$ cat config.mk
export PLATFORM = sky130hd
export DESIGN_NAME = add_elem_stream_ctrl
export DESIGN_NICKNAME = d
export VERILOG_FILES = /design/src/rtl/add_elem_stream_ctrl.sv
export SDC_FILE = /design/constraint.sdc
export NUM_CORES = 1
export LEC_CHECK = 0
export ABC_CLOCK_PERIOD_IN_PS = 4860
export CORE_MARGIN = 4
export CORE_UTILIZATION = 55
export DETAILED_ROUTE_END_ITERATION = 7
export GPL_ROUTABILITY_DRIVEN = 0
export PLACE_DENSITY = 0.86
export SETUP_SLACK_MARGIN = 0.15
export SYNTH_ARGS = -nofsm -noshare
export SYNTH_HDL_FRONTEND = slang
export SYNTH_SLANG_ARGS = --single-unit
$ cat constraint.sdc
create_clock -name clk -period 4.86 [get_ports clk]
set_input_delay 0.486 -clock clk [delete_from_list [all_inputs] [get_ports clk]]
set_output_delay 0.486 -clock clk [all_outputs]
set_load 0.02 [all_outputs]
$ cat src/rtl/add_elem_stream_ctrl.sv
// add_elem_stream_ctrl
// Feeds element pairs from two operand SRAMs into a non-stallable int8 ADD
// pipeline and writes its results back to an output SRAM. A credit counter
// limits elements in flight to the result FIFO depth. A result therefore
// always finds a free FIFO slot, whatever the pipeline latency.

module add_elem_stream_ctrl #(
  parameter int ADDR_W     = 16,
  parameter int LEN_W      = 16,
  parameter int FIFO_DEPTH = 8
) (
  input  logic              clk,
  input  logic              rst,
  // job control
  input  logic              start,
  input  logic [LEN_W-1:0]  len,
  input  logic [ADDR_W-1:0] base_a,
  input  logic [ADDR_W-1:0] base_b,
  input  logic [ADDR_W-1:0] base_o,
  output logic              busy,
  output logic              done,
  // operand SRAM read port
  output logic              rd_en,
  output logic [ADDR_W-1:0] rd_addr_a,
  output logic [ADDR_W-1:0] rd_addr_b,
  input  logic [7:0]        rd_data_a,
  input  logic [7:0]        rd_data_b,
  // ADD pipeline
  output logic              add_valid,
  output logic [7:0]        add_in1,
  output logic [7:0]        add_in2,
  input  logic [7:0]        add_out,
  input  logic              add_out_valid,
  // output SRAM write port
  output logic              wr_en,
  output logic [ADDR_W-1:0] wr_addr,
  output logic [7:0]        wr_data,
  input  logic              wr_ready,
  // error
  output logic              overflow
);

  localparam int PTR_W = (FIFO_DEPTH > 1) ? $clog2(FIFO_DEPTH) : 1;
  localparam int CNT_W = PTR_W + 1;
  localparam logic [CNT_W-1:0] DEPTH_C = CNT_W'(FIFO_DEPTH);

  typedef enum logic [1:0] {
    S_IDLE = 2'd0,
    S_RUN  = 2'd1,
    S_FIN  = 2'd2
  } state_t;

  // ---------------------------------------------------------------------------
  // Registers
  // ---------------------------------------------------------------------------
  state_t            r_state;
  logic [LEN_W-1:0]  r_len;
  logic [ADDR_W-1:0] r_base_a;
  logic [ADDR_W-1:0] r_base_b;
  logic [ADDR_W-1:0] r_base_o;
  logic [LEN_W-1:0]  r_issue_cnt;
  logic [LEN_W-1:0]  r_wr_cnt;
  logic [CNT_W-1:0]  r_credits;
  logic              r_busy;
  logic              r_done;
  logic              r_rd_vld;     // rd_en delayed one cycle: SRAM data valid now
  logic              r_add_valid;
  logic [7:0]        r_add_in1;
  logic [7:0]        r_add_in2;
  logic              r_overflow;

  logic [7:0]        r_fifo_mem [FIFO_DEPTH];
  logic [PTR_W-1:0]  r_wr_ptr;
  logic [PTR_W-1:0]  r_rd_ptr;
  logic [CNT_W-1:0]  r_fifo_cnt;

  // ---------------------------------------------------------------------------
  // Combinational control
  // ---------------------------------------------------------------------------
  state_t w_state_nxt;
  logic   w_start;
  logic   w_issue;
  logic   w_wr_en;
  logic   w_pop;
  logic   w_push_req;
  logic   w_full;
  logic   w_push;
  logic   w_drop;

  assign w_start    = (r_state == S_IDLE) && start;
  assign w_issue    = (r_state == S_RUN) && (r_issue_cnt < r_len) && (r_credits != '0);
  assign w_wr_en    = r_busy && (r_fifo_cnt != '0);
  assign w_pop      = w_wr_en && wr_ready;
  // Results arriving outside a job are stale (abort/reset) and are discarded.
  assign w_push_req = add_out_valid && r_busy;
  assign w_full     = (r_fifo_cnt == DEPTH_C);
  // A full FIFO still accepts a push when it pops in the same cycle.
  assign w_push     = w_push_req && (!w_full || w_pop);
  assign w_drop     = w_push_req && w_full && !w_pop;

  // Next-state logic for the job FSM.
  // NOTE: every always_comb output gets a default first so no path leaves it unassigned and infers a latch.
  always_comb begin
    w_state_nxt = r_state;
    unique case (r_state)
      S_IDLE: begin
        if (start) begin
          w_state_nxt = (len == '0) ? S_FIN : S_RUN;
        end
      end
      S_RUN: begin
        if (r_wr_cnt == r_len) begin
          w_state_nxt = S_FIN;
        end
      end
      S_FIN: begin
        w_state_nxt = S_IDLE;
      end
      default: begin
        w_state_nxt = S_IDLE;
      end
    endcase
  end

  // State register plus registered busy/done; done follows FIN by one cycle,
  // in the same cycle that busy falls.
  // NOTE: sequential state uses non-blocking assignments so every flop samples pre-edge values.
  always_ff @(posedge clk or negedge rst) begin
    if (!rst) begin
      r_state <= S_IDLE;
      r_busy  <= 1'b0;
      r_done  <= 1'b0;
    end else begin
      r_state <= w_state_nxt;
      r_busy  <= (w_state_nxt != S_IDLE);
      r_done  <= (r_state == S_FIN);
    end
  end

  // Job parameters, latched on an accepted start.
  always_ff @(posedge clk or negedge rst) begin
    if (!rst) begin
      r_len    <= '0;
      r_base_a <= '0;
      r_base_b <= '0;
      r_base_o <= '0;
    end else if (w_start) begin
      r_len    <= len;
      r_base_a <= base_a;
      r_base_b <= base_b;
      r_base_o <= base_o;
    end
  end

  // Issue and write-back counters; both restart on an accepted start.
  always_ff @(posedge clk or negedge rst) begin
    if (!rst) begin
      r_issue_cnt <= '0;
      r_wr_cnt    <= '0;
    end else if (w_start) begin
      r_issue_cnt <= '0;
      r_wr_cnt    <= '0;
    end else begin
      if (w_issue) r_issue_cnt <= r_issue_cnt + LEN_W'(1);
      if (w_pop)   r_wr_cnt    <= r_wr_cnt + LEN_W'(1);
    end
  end

  // Credits: one per free result slot; an issue takes one, a write-back returns one.
  always_ff @(posedge clk or negedge rst) begin
    if (!rst) begin
      r_credits <= DEPTH_C;
    end else begin
      unique case ({w_issue, w_pop})
        2'b10:   r_credits <= r_credits - CNT_W'(1);
        2'b01:   r_credits <= r_credits + CNT_W'(1);
        default: r_credits <= r_credits;
      endcase
    end
  end

  // Operand forwarding: SRAM data is valid the cycle after rd_en; it is
  // registered then and presented with add_valid so both line up at the pipeline.
  always_ff @(posedge clk or negedge rst) begin
    if (!rst) begin
      r_rd_vld    <= 1'b0;
      r_add_valid <= 1'b0;
      r_add_in1   <= '0;
      r_add_in2   <= '0;
    end else begin
      r_rd_vld    <= w_issue;
      r_add_valid <= r_rd_vld;
      if (r_rd_vld) begin
        r_add_in1 <= rd_data_a;
        r_add_in2 <= rd_data_b;
      end
    end
  end

  // Result FIFO storage.
  // NOTE: the storage array has no reset; only pointers/count are reset, and wr_data is gated while empty.
  always_ff @(posedge clk) begin
    if (w_push) begin
      r_fifo_mem[r_wr_ptr] <= add_out;
    end
  end

  // Result FIFO pointers, occupancy and the sticky overflow flag.
  always_ff @(posedge clk or negedge rst) begin
    if (!rst) begin
      r_wr_ptr   <= '0;
      r_rd_ptr   <= '0;
      r_fifo_cnt <= '0;
      r_overflow <= 1'b0;
    end else begin
      if (w_push) r_wr_ptr <= r_wr_ptr + PTR_W'(1);
      if (w_pop)  r_rd_ptr <= r_rd_ptr + PTR_W'(1);
      unique case ({w_push, w_pop})
        2'b10:   r_fifo_cnt <= r_fifo_cnt + CNT_W'(1);
        2'b01:   r_fifo_cnt <= r_fifo_cnt - CNT_W'(1);
        default: r_fifo_cnt <= r_fifo_cnt;
      endcase
      if (w_drop) r_overflow <= 1'b1;
    end
  end

  // ---------------------------------------------------------------------------
  // Outputs
  // ---------------------------------------------------------------------------
  assign busy      = r_busy;
  assign done      = r_done;
  assign rd_en     = w_issue;
  assign rd_addr_a = r_base_a + ADDR_W'(r_issue_cnt);
  assign rd_addr_b = r_base_b + ADDR_W'(r_issue_cnt);
  assign add_valid = r_add_valid;
  assign add_in1   = r_add_in1;
  assign add_in2   = r_add_in2;
  assign wr_en     = w_wr_en;
  assign wr_addr   = r_base_o + ADDR_W'(r_wr_cnt);
  assign wr_data   = w_wr_en ? r_fifo_mem[r_rd_ptr] : 8'h00;
  assign overflow  = r_overflow;

  // ---------------------------------------------------------------------------
  // Invariants: credits cap outstanding work, so a push is never dropped.
  // ---------------------------------------------------------------------------
  a_no_drop: assert property (@(posedge clk) disable iff (!rst) !w_drop);
  a_credit_cap: assert property (@(posedge clk) disable iff (!rst) r_credits <= DEPTH_C);

endmodule

# Word-level counts from Yosys, hierarchy flattened
# Memory sizes are Yosys's and may differ from the RTL's.
# Cells that the tools add are included.
[totals]
ff_bits = 133
mem_bits_rw = 64
in_bits = 93
output_inout_bits = 78
word_cells = 73
mem_count = 1
[mem_list]
columns = ["memory", "words", "width", "rd", "rd_clocked_by_memory_dff", "write_ports", "line", "source"]
rows = [
  ["r_fifo_mem", 8, 8, 1, 0, 1, "72", "logic [7:0] r_fifo_mem [FIFO_DEPTH];"],
]
[classes]
add_sub_neg = 11
order_cmp = 1
n_eq_ne = 8
mux = 13
n_reduce_logical = 21
[op_table]
columns = ["operator", "count"]
rows = [
  ["$mux W16", 4],
  ["$add A16 B16 Y16", 3],
  ["$add A16 B1 Y16 const B", 2],
  ["$eq A16 B16 Y1", 1],
  ["$logic_not A16 Y1", 1],
  ["$lt A16 B16 Y1", 1],
  ["$pmux W4 S2", 2],
  ["$reduce_bool A2 Y1", 5],
  ["$logic_and A1 B1 Y1", 9],
  ["$add A4 B1 Y4 const B", 2],
  ["$mux W8", 1],
  ["$reduce_bool A4 Y1", 2],
  ["$sub A4 B1 Y4 const B", 2],
  ["$add A3 B1 Y3 const B", 2],
  ["$eq A2 B1 Y1 const B", 3],
  ["$eq A2 B2 Y1 const B", 3],
  ["$mux W2", 3],
  ["$eq A4 B4 Y1 const B", 1],
  ["$pmux W2 S2", 1],
  ["$logic_not A1 Y1", 2],
  ["$logic_not A2 Y1", 1],
  ["$mux W1", 2],
  ["$logic_or A1 B1 Y1", 1],
]

# Depth between registers and ports, before layout
[logic_depth]
depth_word = 7
mapped_depth = 17

# Least setup slack after synthesis
# Ideal clock, no wire load.
[synth_timing]
path_type = "register to register"
from = "reg r_issue_cnt[15]"
to = "reg r_credits[3]"
arrival_ps = 3237
slack_ps = 1540
stages_incl_launch_ff = 17
synth_period_minus_slack_ps = 3320
cell_sequence = "dfrtp_1 ha_1 a211oi_2 nand3_2 a2111oi_2 o311ai_2 and2_1 buf_6 buf_6 ha_1 inv_1 ha_1 a21o_1 a21oi_1 xnor2_1 nor2_1 xor2_1"
[synth_between]
elab_chain_cells = 5
[synth_lines]
columns = ["item", "line", "source"]
rows = [
  ["start, declared", "61", "logic [LEN_W-1:0] r_issue_cnt;"],
  ["start signal, assigned", "164", "if (w_issue) r_issue_cnt <= r_issue_cnt + LEN_W'(1);"],
  ["$lt A16 B16 Y1 *", "91", "assign w_issue = (r_state == S_RUN) && (r_issue_cnt < r_len) && (r_credits != '0);"],
  ["$logic_and A1 B1 Y1 * (2 in series)", "91", ""],
  ["$eq A2 B1 Y1 / $eq A2 B2 Y1 (equally long branches)", "174", "unique case ({w_issue, w_pop})"],
  ["$pmux W4 S2 / $reduce_bool A2 Y1 (equally long branches)", "n/a", ""],
  ["end signal, assigned", "175", "2'b10: r_credits <= r_credits - CNT_W'(1);"],
  ["end signal, assigned", "176", "2'b01: r_credits <= r_credits + CNT_W'(1);"],
  ["end signal, assigned", "177", "default: r_credits <= r_credits;"],
  ["end, declared", "63", "logic [CNT_W-1:0] r_credits;"],
]
# Every way passes the cells marked *; elsewhere a longest branch is shown, timed or not.
# A chain may end at the register's enable or synchronous reset.

# Worst setup path after layout
[layout_timing]
from = "reg r_wr_cnt[0]"
to = "out wr_addr[14]"
[layout_between]
elab_chain_cells = 1
[layout_lines]
columns = ["item", "line", "source"]
rows = [
  ["start, declared", "62", "logic [LEN_W-1:0] r_wr_cnt;"],
  ["start signal, assigned", "165", "if (w_pop) r_wr_cnt <= r_wr_cnt + LEN_W'(1);"],
  ["$add A16 B16 Y16", "239", "assign wr_addr = r_base_o + ADDR_W'(r_wr_cnt);"],
  ["end, declared", "36", "output logic [ADDR_W-1:0] wr_addr,"],
]
# No other way between the ends.

==> results.rst <==
.. list-table::
   :header-rows: 1

   * - Metric
     - Value
   * - Cell with the largest stage delay on the worst path
     - clkdlybuf4s50_1
   * - Top-level I/O count
     - about 170
   * - Number of global-route vias before repair
     - approximately 8200
   * - Count of hold buffers inserted by post-cts repair
     - 0
   * - Number of instances resized during post-cts repair
     - 0
   * - Number of antenna violations at the first check in global routing
     - 0
   * - Number of max-cap violations
     - 0
   * - VDD IR-drop max
     - between 0.5 and 0.6 mV
   * - Clock tree from TritonCTS
     - done
   * - Outcome
     - complete, no violations
   * - Max H-tree Level
     - 4
   * - Maximum number of pins on one net before global-route repair
     - 97
   * - Mean Syn Cell Area
     - approximately 11 sq um
   * - Worst stage delay on the critical path
     - around 620 ps
   * - Cell family with the largest share of critical-path delay
     - compound AO/OA/AOI/OAI gates
   * - Area of the core
     - ~0.019 sq mm
   * - Die Outline Area
     - 0.0215 sq mm
   * - Clock skew
     - approximately 15 ps
   * - Post CTS Setup Buffer Count
     - 0
   * - Final critical-path required period
     - 4130 ps
   * - Main area contributors after synthesis
     - dfrtp_1, edfxtp_1, ha_1, nand2_1, xnor2_1
   * - Seq/Total Area, Yosys
     - roughly half
   * - Sequential cell area
     - about 0.0053 sq mm
   * - Most instantiated flip-flop cell in the synthesis netlist
     - dfrtp_1
   * - EDFF count, synth
     - 64
   * - Later-pin clock latency in the skew report
     - about 450 ps
   * - Total power per unit cell area
     - 660 mW/mm^2
   * - Layout cell share with drive strength beyond 1
     - roughly 7.8%
   * - Top cell type's share of synthesized area
     - between 30% and 40%
   * - Clk Tree Root Cell
     - clkbuf_16
   * - Buffer levels on the longest clock path
     - 2
   * - Number of non-filler instances in the completed layout
     - approximately 1400
   * - Height of the die
     - 147 um
   * - Most frequent standard cell in the layout excluding fill and tap cells
     - nand2_1
   * - Most frequent cells in the layout
     - nand2_1, clkdlybuf4s50_1, dfrtp_1
   * - Crit path launch type
     - flop
   * - # fillers
     - ~1300
   * - Achievable frequency
     - approximately 240 MHz
   * - Element type at the critical path end
     - output port
   * - First-pass DRT Iterations
     - 5
   * - Synthesis-to-layout area growth
     - 24.5%
   * - Unrepaired setup endpoints after global routing
     - false
   * - Count of buffers from port buffering
     - 170
   * - Distinct cell type count after synthesis
     - 61
   * - Clock transition time at the flip-flop clock pins of the worst setup and hold paths
     - ~80 ps
   * - Inserted Diodes
     - 0
   * - CP max FO
     - 5
   * - Overall via count from detail_route
     - 8037
   * - Antenna Nets Post-Route
     - 0
   * - GRT Util Overall
     - a little under a quarter
   * - Synth Cell Area
     - roughly 0.011 sq mm
   * - Crit path kind
     - flop to output port
   * - Buffers plus inverters on the worst setup path
     - 2
   * - Total chip power
     - between 8000 and 9000 uW
   * - Post-synth top area cell
     - dfrtp_1
   * - Arr. time, crit path
     - 3650 ps
   * - Number of cells after detailed placement
     - between 1000 and 1500
   * - Starting utilization of the core area
     - a little under three fifths
   * - Slew at the pin with the worst max-slew slack
     - 1110 ps
   * - Row count
     - 50
   * - Setup tns final
     - 0 ps
   * - Yosys warns
     - 0
   * - Share of flip-flops with an asynchronous set or reset after synthesis
     - just under 70%
   * - Wire length of the first global-routing pass
     - 41000 um
   * - Gate count of the mapped netlist
     - approximately 1000
   * - Clock sink count
     - ~200
   * - Number of DRC violations after detailed-routing iteration 0
     - 384
   * - Residual DRC
     - 0
   * - Class of the worst hold path
     - input port to async pin
   * - Final hold viol count
     - 0
   * - Leakage power
     - between 0.005 and 0.006 uW
   * - Total routed wirelength
     - 24900 um
   * - Multi-input gate area in the final layout
     - 0.00505 sq mm
   * - Worst Path Required
     - 4370 ps
   * - Cell breakdown of the critical path
     - ha_1 > inv_1 > fa_1 > nor2b_1 > o31a_1 > o31ai_1 > a21oi_1 > a2111oi_2 > o21ai_1 > xor2_1 > clkdlybuf4s50_1
   * - Max Slew Vio Count
     - 0
   * - Share of the clock period used by the worst path after layout
     - a little under nine tenths
   * - Inserted Clock Buffers
     - 17
   * - Number of flip-flops and latches in the synthesized netlist
     - slightly below 200
   * - Net count after synthesis
     - roughly 1200
   * - Overflow left after global routing
     - 0
   * - Net count, final
     - 1329
   * - Post-DR vias/cell
     - about 5.6
   * - Worst rel slew slack
     - 26.1%
   * - Final setup violation count
     - 0
   * - Wire length per cell after detailed routing
     - between 15 and 20 um
   * - Horizontal die dimension
     - 147 um
   * - Sum of net half-perimeters after detailed placement
     - between 15000 and 20000 um
[layer usage]
metal	GRT usage (%)	share of wire, %	vias up
li1	-	-	3841
met1	30.5	43	3875
met2	40.0	49	274
met3	5.40	6.0	47
met4	7.34	2.2	0
met5	0	0	-
[report_power, final]
part	total [uW]	switching (uW)	internal, uW	leakage (uW)
Sequential	2740	540	2200	0.00223
Combinational	4460	2370	2090	0.00329
Clock	1510	774	734	0.000310
Total	8700	3680	5020	0.00582
[layout make-up]
| cell class | instances | share of cell area [%] |
|---|---|---|
| clock buffers | 17 | 3.23 |
| well taps | 260 | 2.47 |
| multi-input cells | 728 | 38.3 |
| flip-flops and latches | 197 | 39.9 |
| clock inverters | 15 | 1.60 |
| inverters | 42 | 1.23 |
| repair buffers | 176 | 13.3 |
[metrics by stage]
stage          utilization [%]  area [sq um]  worst slack, ps  hold WS, ps
5_1_grt                   70.0         13200              454          192
3_3_place_gp              66.6         12500             1230          466
2_1_floorplan                -         10600             1540          190
4_1_cts                   70.0         13200              668          170
6_report                  70.0         13200              728          122
3_5_place_dp              66.6         12500             1160          470
[path summary, 6_finish.rpt]
check | end | startpoint | depth (start not counted) | slack, ps
max | wr_addr[14] | r_wr_cnt[0]$_DFFE_PN0P_ | 11 | 730
min | r_base_b[7]$_DFFE_PN0P_ | rst | 1 | 120
max reg2reg | r_credits[3]$_DFFE_PN1P_ | r_issue_cnt[7]$_DFFE_PN0P_ | 14 | 1180
min reg2reg | overflow$_DFFE_PN0P_ | overflow$_DFFE_PN0P_ | 1 | 490
max in group asynchronous | r_fifo_cnt[0]$_DFFE_PN0P_ | rst | 2 | 3690
min in group clk | overflow$_DFFE_PN0P_ | overflow$_DFFE_PN0P_ | 1 | 490
[synthesized netlist by cell type, types with 18 or more instances]
| library cell | n |
|---|---|
| edfxtp_1 | 64 |
| nor2_1 | 65 |
| ha_1 | 69 |
| nand2_1 | 194 |
| a21oi_1 | 42 |
| nand3_1 | 18 |
| xnor2_1 | 44 |
| dfrtp_1 | 132 |
| clkbuf_1 | 20 |
| mux2_2 | 19 |
| inv_1 | 40 |
| o21ai_0 | 40 |
| xor2_1 | 37 |
[registers in the layout, indices dropped and copies added (netlist names), 2 cells and up]
name         count
add_in1          8
r_fifo_cnt       4
r_wr_ptr         3
r_credits        4
r_fifo_mem      64
r_len           16
r_issue_cnt     16
r_base_b        16
r_base_a        16
r_rd_ptr         3
add_in2          8
r_base_o        16
r_state          2
r_wr_cnt        16
[kinds of logic (layout without fill, tap and decap cells)]
kind of cell    after synthesis  count (layout)  share of synthesized area, %
buf+inv                      70             250                          2.77
simple gates                372             372                          15.8
mux                          48              48                          6.66
fa+ha+maj                    74              74                          9.10
flops                       197             197                          49.6
xor+xnor                     81              81                          6.70
compound gates              153             153                          9.34
Note: power is estimated with default switching activity, not from simulation.
==> RTL change 1, RTL diff (same flow settings) <==
Make the reset (`rst`) synchronous in 6 clocked blocks.
--- a/src/rtl/add_elem_stream_ctrl.sv
+++ b/src/rtl/add_elem_stream_ctrl.sv
@@ -125,7 +125,7 @@
   // State register plus registered busy/done; done follows FIN by one cycle,
   // in the same cycle that busy falls.
   // NOTE: sequential state uses non-blocking assignments so every flop samples pre-edge values.
-  always_ff @(posedge clk or negedge rst) begin
+  always_ff @(posedge clk) begin
     if (!rst) begin
       r_state <= S_IDLE;
       r_busy  <= 1'b0;
@@ -138,7 +138,7 @@
   end
 
   // Job parameters, latched on an accepted start.
-  always_ff @(posedge clk or negedge rst) begin
+  always_ff @(posedge clk) begin
     if (!rst) begin
       r_len    <= '0;
       r_base_a <= '0;
@@ -153,7 +153,7 @@
   end
 
   // Issue and write-back counters; both restart on an accepted start.
-  always_ff @(posedge clk or negedge rst) begin
+  always_ff @(posedge clk) begin
     if (!rst) begin
       r_issue_cnt <= '0;
       r_wr_cnt    <= '0;
@@ -167,7 +167,7 @@
   end
 
   // Credits: one per free result slot; an issue takes one, a write-back returns one.
-  always_ff @(posedge clk or negedge rst) begin
+  always_ff @(posedge clk) begin
     if (!rst) begin
       r_credits <= DEPTH_C;
     end else begin
@@ -181,7 +181,7 @@
 
   // Operand forwarding: SRAM data is valid the cycle after rd_en; it is
   // registered then and presented with add_valid so both line up at the pipeline.
-  always_ff @(posedge clk or negedge rst) begin
+  always_ff @(posedge clk) begin
     if (!rst) begin
       r_rd_vld    <= 1'b0;
       r_add_valid <= 1'b0;
@@ -206,7 +206,7 @@
   end
 
   // Result FIFO pointers, occupancy and the sticky overflow flag.
-  always_ff @(posedge clk or negedge rst) begin
+  always_ff @(posedge clk) begin
     if (!rst) begin
       r_wr_ptr   <= '0;
       r_rd_ptr   <= '0;
Check against the original RTL: differs if rst is asserted again (counterexample within 4 cycles, from zero or initial values and one cycle with rst low); with rst held inactive, the same outputs for 4 cycles.
==> RTL change 1 against the unedited design <==
  * Clock skew is 0.0031 ns lower
  * Die area down 0.21%
  * Register-to-register slack better by 0.02 ns
  * Wire length up 5.0%
  * Final cell count is 4.0% higher
  * Setup slack worse by 0.19 ns
  * Global-route usage rose by 1.2 points
  * Cell area is 0.31% lower
  * Critical path depth did not move
  * Sequential cell count increased by 3
  * Synthesized area is 0.22% lower
  * Worst hold slack gained 0.35 ns
  * Critical endpoint unchanged
Power is not compared: it rests on default switching activity, and its combinational part moved more than twofold at a synthesized area within 25%.
==> RTL change 1: results (changes against the unedited design) <==
register area share after synthesis 0.440 (was 0.496); fmax 0.232 GHz (was 0.242 GHz); fraction of area in multi-input gates 0.426 (was 0.383); setup slack at placement 1.01 ns (was 1.16 ns); Clock Skews 0.0123 ns (was 0.0154 ns); Synth area leaders dfxtp_1, edfxtp_1, ha_1 (was dfrtp_1, edfxtp_1, ha_1); share of layout cells above drive strength 1 0.0564 (was 0.0783); Syn Inst Count 1085 (was 995); wire per inst 17.5 um (was 17.4 um); adder-cell share of the synthesized area 0.0912 (was 0.0910); Cell Area, Placed 12500 um2 (about the same); status complete, no violations (unchanged); R2R Setup Slk 1.20 ns (was 1.18 ns); M1 GR Usage 0.299 (was 0.305); DR WL met3 1850 um (was 1490 um); Final clock-cell share 0.0492 (was 0.0483); global-route wire length before repair 43500 um (was 41000 um); area fraction in compound gates after synthesis 0.133 (was 0.0934); highest routed metal layer met5 (was met4); Non-Clock Buffer Area Fraction 0.137 (was 0.133); number of library cell types mapped by synthesis 54 (was 61); FFs w/ async S/R, synth 0 (was 0.675); Syn Nets 1252 (was 1162); multi-input gates 801 (was 728); most frequent cells after synthesis nand2_1, dfxtp_1, ha_1, a21boi_0, edfxtp_1 (was nand2_1, dfrtp_1, ha_1, nor2_1, edfxtp_1)
==> RTL change 1: changes by cell type in the layout (fill, tap and decap cells not counted), moves of 17 or more <==
cell and delta:
a21boi_0 +64, dfxtp_1 +136, mux2_2 -19, mux2i_1 +18, nand2_1 -22, dfrtp_1 -132, nor2b_1 +17
==> RTL change 1: worst max-delay path: stages, from the launching register on <==
cell	delay, ns
dfxtp_1	0.46
ha_1	0.26
inv_1	0.07
fa_1	0.40
nor2b_1	0.14
o21ai_0	0.11
a21boi_0	0.32
o41ai_1	0.14
o21ai_0	0.44
a311oi_1	0.22
xnor2_1	0.20
clkdlybuf4s50_1	0.63
==> RTL change 1: worst paths after layout <==
check	startpoint	endpoint	cells past startpoint
worst min register to register	r_base_b[12]	r_base_b[12]	2
worst min-delay path	r_base_b[12]	r_base_b[12]	2
worst max-delay path	r_wr_cnt[0]	wr_addr[14]	11
worst max register to register	r_issue_cnt[9]	r_credits[3]	14
==> RTL change 2, RTL diff (same flow settings) <==
Without the edit above. Change the parameter `ADDR_W` from 16 to 14.
--- a/src/rtl/add_elem_stream_ctrl.sv
+++ b/src/rtl/add_elem_stream_ctrl.sv
@@ -5,7 +5,7 @@
 // always finds a free FIFO slot, whatever the pipeline latency.
 
 module add_elem_stream_ctrl #(
-  parameter int ADDR_W     = 16,
+  parameter int ADDR_W     = 14,
   parameter int LEN_W      = 16,
   parameter int FIFO_DEPTH = 8
 ) (
Ports: changed (6 resized); port bits go from 171 to 159. No check against the original RTL was run, so the function may have changed too.
==> RTL change 2 against the unedited design <==
  * Power is 5.6% lower
  * Register-to-register slack better by 0.35 ns
  * Global-route usage is 0.21 points lower
  * Clock power is 5% lower
  * Worst hold slack worse by 0.094 ns
  * Synthesized area is 5.1% lower
  * Critical path depth is 1 lower
  * Non-clock buffer count is 8 lower
  * Highest routed layer unchanged
  * Cell area is 5.2% lower
  * Sequential cell count is 6 lower
  * Setup slack better by 0.043 ns
  * Sequential power is 4% lower
  * Wire length is 7.1% lower
==> RTL change 2: results (changes against the unedited design) <==
# port buffers 158 (was 170); nets 1245 (was 1329); Clock Skews 0.00999 ns (was 0.0154 ns); largest net degree at the start of global routing 54 (was 97); share of layout cells above drive strength 1 0.0807 (was 0.0783); DR iter-0 viols 506 (was 384); critical path arrival 3.60 ns (was 3.65 ns); DP HPWL 16300 um (was 17800 um); Lkg Pwr 5.49 nW (was 5.82 nW); wire per inst 17.4 um (about the same); register area share after synthesis 0.508 (was 0.496); maximum vdd drop 0.643 mV (was 0.560 mV); crit-path max FO 8 (was 5); relative max-transition margin 0.290 (was 0.261); global-route wire length before repair 37700 um (was 41000 um); DP Cell Count 1300 (was 1403); GRT Total Usage 0.234 (was 0.236); total wire length 23200 um (was 24900 um); Mapped Avg Cell Area 10.8 um2 (was 10.6 um2); vias in the first global route 7622 (was 8213); Synth area leaders dfrtp_1, edfxtp_1, ha_1 (unchanged); number of library cell types mapped by synthesis 59 (was 61); FILL cells 1302 (was 1329); via/cell ratio 5.59 (was 5.60); status complete, no violations (unchanged); FFs w/ async S/R, synth 0.665 (was 0.675)
[RTL change 2: cell families after synthesis]
| group | Yosys count | share of synthesized area |
|---|---|---|
| AND/OR/NAND/NOR | 334 | 0.147 |
| flip-flops | 191 | 0.508 |
| AO/OA/AOI/OAI | 140 | 0.0905 |
| XOR/XNOR | 78 | 0.0681 |
| buffers and inverters | 74 | 0.0287 |
| adder cells (fa/ha/maj) | 68 | 0.0885 |
| multiplexers | 47 | 0.0692 |
[RTL change 2: per-layer routing]
| layer | GRT usage | share of wire | vias up |
|---|---|---|---|
| li1 | - | - | 3604 |
| met1 | 0.308 | 0.43 | 3554 |
| met2 | 0.386 | 0.49 | 245 |
| met3 | 0.0569 | 0.061 | 45 |
| met4 | 0.0750 | 0.020 | 0 |
| met5 | 0 | 0 | - |
[RTL change 2: stage by stage]
step	hold WS, ns	utilization	setup WS (ns)	total power (W)	instance area (um2)
2_1_floorplan	0.190	-	1.83	0.00523	10000
3_5_place_dp	0.465	0.661	1.32	0.00677	11900
3_3_place_gp	0.461	0.661	1.47	0.00667	11900
5_1_grt	0.0549	0.695	0.606	0.00877	12500
6_report	0.0270	0.695	0.771	0.00822	12500
4_1_cts	0.0447	0.695	0.803	0.00827	12500
[RTL change 2: cell type report]
type                            instances  area share
Clock buffer                           17      0.0341
Multi-Input combinational cell        667       0.373
Inverter                               45      0.0135
Clock inverter                         15      0.0154
Timing Repair Buffer                  168       0.132
Sequential cell                       191       0.408
Tap cell                              229      0.0229
[RTL change 2: worst reg2reg max path, stage by stage, from the launching register on]
cell      delay [ns]
dfrtp_1         0.50
ha_1            0.35
a21o_1          0.18
a221oi_1        0.31
o211ai_1        0.15
a21o_1          0.40
ha_1            0.34
inv_1           0.11
ha_1            0.24
a21o_1          0.18
a21oi_1         0.16
xnor2_1         0.08
nor2_1          0.11
xor2_1          0.15
[RTL change 2: where the power goes]
part | total (W) | internal, W | switching [W]
combinational | 0.00413 | 0.00196 | 0.00217
clock | 0.00144 | 0.000714 | 0.000731
sequential | 0.00264 | 0.00214 | 0.000507
[RTL change 2: worst paths after layout]
path                           startpoint       endpoint  slack, ns  cells past startpoint
setup / recovery           r_issue_cnt[0]  rd_addr_b[12]       0.77                     10
hold / removal                        rst     add_in1[0]       0.03                      1
setup reg to reg           r_issue_cnt[9]   r_credits[3]       1.53                     13
hold reg to reg                  overflow       overflow       0.48                      1
max in group asynchronous             rst    r_wr_cnt[4]       3.73                      2
min in group clk                 overflow       overflow       0.48                      1
